`config.mk`:
```
export PLATFORM = sky130hd
export DESIGN_NAME = mc_controller
export DESIGN_NICKNAME = d
export VERILOG_FILES = /design/src/rtl/mc_controller.sv
export SDC_FILE = /design/constraint.sdc
export NUM_CORES = 1
export LEC_CHECK = 0
export CORE_UTILIZATION = 25
export CTS_CLUSTER_DIAMETER = 150
export DETAILED_ROUTE_END_ITERATION = 8
export SKIP_LAST_GASP = 1
export SLEW_MARGIN = 20
export SYNTH_ARGS = -nofsm -noshare
export SYNTH_HDL_FRONTEND = slang
export SYNTH_SLANG_ARGS = --single-unit
export TNS_END_PERCENT = 5
```
`constraint.sdc`:
```
create_clock -name clk -period 4.11 [get_ports clk]
set_input_delay 1.233 -clock clk [delete_from_list [all_inputs] [get_ports clk]]
set_output_delay 1.233 -clock clk [all_outputs]
set_load 0.05 [all_outputs]
```
`src/rtl/mc_controller.sv`:
```
// mc_controller: multicycle RV32 control FSM with a configurable fetch wait.
// Define ILLEGAL_TRAP_EN to trap on illegal encodings; otherwise they retire as NOPs.
module mc_controller #(
    parameter int unsigned FETCH_WAIT = 0
) (
    input  logic       clk,
    input  logic       resetn,
    input  logic [6:0] opcode,
    input  logic [2:0] funct3,
    input  logic       funct7b5,
    input  logic       Zero,
    output logic [9:0] ALUControl,
    output logic [1:0] ALUSrcA,
    output logic [1:0] ALUSrcB,
    output logic [1:0] ResultSrc,
    output logic       PCWrite,
    output logic       AdrSrc,
    output logic       MemWrite,
    output logic       IRWrite,
    output logic       RegWrite,
    output logic [2:0] ImmSrc,
    output logic [3:0] state_o,
    output logic       illegal_o
);

    typedef enum logic [3:0] {
        FETCH    = 4'd0,
        DECODE   = 4'd1,
        MEMADR   = 4'd2,
        MEMREAD  = 4'd3,
        MEMWB    = 4'd4,
        MEMWRITE = 4'd5,
        EXECR    = 4'd6,
        EXECI    = 4'd7,
        ALUWB    = 4'd8,
        BRANCH   = 4'd9,
        JAL      = 4'd10,
        LUI      = 4'd11,
        TRAP     = 4'd12
    } state_t;

    localparam logic [6:0] OP_LOAD   = 7'b0000011;
    localparam logic [6:0] OP_STORE  = 7'b0100011;
    localparam logic [6:0] OP_R      = 7'b0110011;
    localparam logic [6:0] OP_I      = 7'b0010011;
    localparam logic [6:0] OP_BRANCH = 7'b1100011;
    localparam logic [6:0] OP_JAL    = 7'b1101111;
    localparam logic [6:0] OP_LUI    = 7'b0110111;

    localparam logic [3:0] WAIT_INIT = 4'(FETCH_WAIT);

    state_t     state;
    state_t     dec_next;
    logic       dec_illegal;
    logic [3:0] wait_cnt;
    logic       sub_sra;
    logic [9:0] alu_op;
    logic [9:0] br_op;

    always_comb begin
        dec_next    = FETCH;
        dec_illegal = 1'b0;
        case (opcode)
            OP_LOAD, OP_STORE: dec_next = MEMADR;
            OP_R:              dec_next = EXECR;
            OP_I:              dec_next = EXECI;
            OP_BRANCH: begin
                if (funct3 == 3'b010 || funct3 == 3'b011) dec_illegal = 1'b1;
                else                                      dec_next    = BRANCH;
            end
            OP_JAL:            dec_next = JAL;
            OP_LUI:            dec_next = LUI;
            default:           dec_illegal = 1'b1;
        endcase
`ifdef ILLEGAL_TRAP_EN
        if (dec_illegal) dec_next = TRAP;
`else
        if (dec_illegal) dec_next = FETCH;
`endif
    end

    // Only shifts use funct7b5 in I-type; ADDI's imm[10] must never select subtract.
    assign sub_sra = (opcode == OP_R) ? funct7b5 : (funct3 == 3'b101) & funct7b5;
    assign alu_op  = {1'b0, sub_sra, 5'b0, funct3};

    always_comb begin
        case (funct3)
            3'b000:  br_op = 10'h008;
            3'b001:  br_op = 10'h009;
            3'b100:  br_op = 10'h00A;
            3'b101:  br_op = 10'h00B;
            3'b110:  br_op = 10'h00C;
            3'b111:  br_op = 10'h00D;
            default: br_op = 10'h000;
        endcase
    end

`ifdef ILLEGAL_TRAP_EN
    logic illegal_q;
`endif

    always_ff @(posedge clk or negedge resetn) begin
        if (!resetn) begin
            state    <= FETCH;
            wait_cnt <= WAIT_INIT;
`ifdef ILLEGAL_TRAP_EN
            illegal_q <= 1'b0;
`endif
        end else begin
            // Counter reloads in every non-FETCH cycle, so it is full on FETCH entry.
            if (state != FETCH) wait_cnt <= WAIT_INIT;
            case (state)
                FETCH: begin
                    if (wait_cnt == 4'd0) state    <= DECODE;
                    else                  wait_cnt <= wait_cnt - 4'd1;
                end
                DECODE: begin
                    state <= dec_next;
`ifdef ILLEGAL_TRAP_EN
                    if (dec_illegal) illegal_q <= 1'b1;
`endif
                end
                MEMADR:                      state <= (opcode == OP_LOAD) ? MEMREAD : MEMWRITE;
                MEMREAD:                     state <= MEMWB;
                EXECR, EXECI, JAL, LUI:      state <= ALUWB;
                MEMWB, MEMWRITE, ALUWB, BRANCH: state <= FETCH;
                TRAP:                        state <= TRAP;
                default:                     state <= FETCH;
            endcase
        end
    end

`ifdef ILLEGAL_TRAP_EN
    assign illegal_o = illegal_q;
`else
    assign illegal_o = 1'b0;
`endif
    assign state_o = state;

    always_comb begin
        case (opcode)
            OP_STORE:  ImmSrc = 3'b001;
            OP_BRANCH: ImmSrc = 3'b010;
            OP_JAL:    ImmSrc = 3'b011;
            OP_LUI:    ImmSrc = 3'b100;
            default:   ImmSrc = 3'b000;
        endcase
    end

    always_comb begin
        ALUControl = 10'h000;
        ALUSrcA    = 2'b00;
        ALUSrcB    = 2'b00;
        ResultSrc  = 2'b00;
        PCWrite    = 1'b0;
        AdrSrc     = 1'b0;
        MemWrite   = 1'b0;
        IRWrite    = 1'b0;
        RegWrite   = 1'b0;
        case (state)
            FETCH: begin
                ALUSrcB   = 2'b10;
                ResultSrc = 2'b10;
                if (wait_cnt == 4'd0) begin
                    IRWrite = 1'b1;
                    PCWrite = 1'b1;
                end
            end
            DECODE: begin
                ALUSrcA = 2'b01;
                ALUSrcB = 2'b01;
            end
            MEMADR: begin
                ALUSrcA = 2'b10;
                ALUSrcB = 2'b01;
            end
            MEMREAD:  AdrSrc = 1'b1;
            MEMWB: begin
                ResultSrc = 2'b01;
                RegWrite  = 1'b1;
            end
            MEMWRITE: begin
                AdrSrc   = 1'b1;
                MemWrite = 1'b1;
            end
            EXECR: begin
                ALUSrcA    = 2'b10;
                ALUControl = alu_op;
            end
            EXECI: begin
                ALUSrcA    = 2'b10;
                ALUSrcB    = 2'b01;
                ALUControl = alu_op;
            end
            ALUWB:    RegWrite = 1'b1;
            BRANCH: begin
                ALUSrcA    = 2'b10;
                ALUControl = br_op;
                PCWrite    = Zero;
            end
            JAL: begin
                ALUSrcA = 2'b01;
                ALUSrcB = 2'b10;
                PCWrite = 1'b1;
            end
            LUI: begin
                ALUSrcB    = 2'b01;
                ALUControl = 10'h00E;
            end
            default: ;
        endcase
    end

endmodule

```
==> out/qor.txt <==
Core region area: 3470 um^2
RSZ-0062 raised after global routing: no
Startpoint types: primary input
Via density: 4.62
Largest net degree at the start of global routing: 17
Min Tclk post-route: 3.86 ns
PD cells: 416 nW/um^2
Post-CTS Hold Buffers: 0
Post-route ant nets: 0
Die H: 63.1 um
Fin nets: 181
Post-route setup TNS: 0 ns
Core Rows: 21
Detailed Place HPWL: 1.90 mm
Status: complete, no violations
Hold_sp: wait_cnt[3]$_DFF_PN0_
Worst-Margin Slew: 0.539 ns
CP Launch Point: opcode[4]
Clk sink count: 8
CP Capture Type: output pin
Worst reg2reg startpoint: state_o[0]$_DFFE_PN0P_
Clk Latency, worst-skew pair: 0.23 ns
Async S/R FF share, synth: 1.00
CP max FO: 7
Maximum clock rate: 259 MHz
Die width: 63.1 um
Antenna violations before repair: 0
Number of port buffers: 36
WL met3: 85 um
Sw power: 0.000303 W
Lkg Pwr: 0.566 nW
Cell taking the most area after synthesis: dfrtp_1
P_int: 0.000290 W
CTS buffer count: 3
Clock skew: 0.00330 ns
CP arrival: 2.62 ns
All-layer global routing usage: 0.121
Mapped Avg Cell Area: 7.18 um^2
CTS Root Cell: clkbuf_8
FF/Latch Area: 200 um^2
Design area: 1430 um^2
Mapped Cells: 130
Drt total wl: 2.35 mm
M1 WL: 1.13 mm
Gpl congestion: 0.764
Setup Viol. Count Final: 0
Initial Utilization: 0.269
Clock network fraction of design power: 0.155
Top post-synthesis cells by area: dfrtp_1 21%, nor2_1 5.6%, a21oi_1 5.4%
First-pass GRT wire length: 3.97 mm
Via Count: 971
YS warnings: 0
Top-count cell post-synth: nor2_1
Post-synth EDFFs: 0
Final setup margin: 0.252 ns
Antenna Cells: 0
Slew margin rel.: 0.640
Synth unique cells: 41
Post-synth design cell area: 933 um^2
# H-tree levels: 1
# fillers: 382
Sw frac: 0.511
Final Cycle Share: 0.939
DP Worst Slack: 0.268 ns
Clk slew on worst S/H paths: 0.04 ns
Commonest cells post-synth: 14 x nor2_1, 12 x nand2_1, 10 x a21oi_1
VDD IR max: 158 uV
Max-cap violations: 0
Top-area cell type share of the netlist area: 0.214
Share of cells above drive strength 1: 0.152
Post-synthesis sequential area ratio: 0.214
CTS tree: built
Ys flop type: dfrtp_1
Ports: 43
Top Metal Used: met3
Post-CTS setup buffers: 0
Syn-to-layout area delta: 52.8%
Area used by multi-input combinational logic: 626 um^2
Remaining global-route overflow: 0
Combinational power share: 0.656
DRC: 0
Final Hold Viols: 0
Routed WL per cell: 11.2 um
Drt first pass iters: 4
Drt initial violations: 49
Final Max Tran Viols: 0
CTS Buffer Depth: 2
Vias in the first global route: 902
# resized after CTS: 0
FF+latch count, synth: 8
Die area: 3980 um^2
Area post-placement: 1390 um^2
Worst hold path class: reg -> reg
Sequential group share of total power: 0.188
Final design utilization: 0.411
Met2 Wirelength: 1.14 mm
Kind of critical path: in -> out
CP required: 2.88 ns
## cell type report
type,count,share of cell area
clock buffer,3,0.0289
multi-input combinational,105,0.439
tap,46,0.0404
inverter,7,0.0184
sequential,8,0.140
timing repair buffer,41,0.333
## power groups by stage
stage	Clock (W)	Sequential, W	Combinational (W)
floorplan	0	0.000116	0.000257
global placement	0	0.000112	0.000388
detailed placement	0	0.000112	0.000390
CTS	0.0000932	0.000111	0.000391
global route	0.0000974	0.000115	0.000408
finish	0.0000921	0.000112	0.000390
## placed cells by master, fill, tap and decap left out, drive strengths merged, types with 6 or more instances in the layout
cell           count
a21oi             11
buf               14
clkdlybuf4s50     27
conb               6
dfrtp              8
inv                7
nand2             12
nor2              14
## per-layer routing
metal,GRT usage,up-vias
li1,-,504
met1,0.154,443
met2,0.216,24
met3,0.0163,0
met4,0.0174,0
met5,0,-
## per-stage QoR
stage / std cells / hold slack [ns] / power, W
final: 210 / 0.543 / 0.000593
after global routing: 210 / 0.569 / 0.000621
after CTS: 210 / 0.551 / 0.000595
after detailed placement: 207 / 0.539 / 0.000502
after global placement: 207 / 0.524 / 0.000500
after floorplan: 135 / 0.504 / 0.000373
## logic make-up (layout without fill, tap and decap cells)
logic type,after synthesis,count (layout),synth area share
AO/OA/AOI/OAI,29,29,0.209
other,1,6,0.00402
adder cells (fa/ha/maj),1,1,0.0134
buffers and inverters,22,51,0.142
XOR/XNOR,6,6,0.0563
flip-flops,8,8,0.214
AND/OR/NAND/NOR,63,63,0.361
## critical path: stages
cell             delay (ns)
clkdlybuf4s50_1        0.59
nand3b_1               0.13
or3_1                  0.34
a21oi_2                0.18
buf_12                 0.15
## path summary, 6_finish.rpt
kind / depth (start not counted) / slack, ns / to
max: 5 / 0.25 / ALUControl[8]
min: 2 / 0.54 / wait_cnt[3]$_DFF_PN0_
max reg2reg: 5 / 2.55 / wait_cnt[3]$_DFF_PN0_
min reg2reg: 2 / 0.54 / wait_cnt[3]$_DFF_PN0_
max in group asynchronous: 1 / 2.57 / state_o[2]$_DFFE_PN0P_
min in group asynchronous: 1 / 1.28 / wait_cnt[3]$_DFF_PN0_
## registers in the layout, indices dropped and copies added, names as in the netlist
name,cells
state_o,4
wait_cnt,4
(Power assumes the default switching activity.)
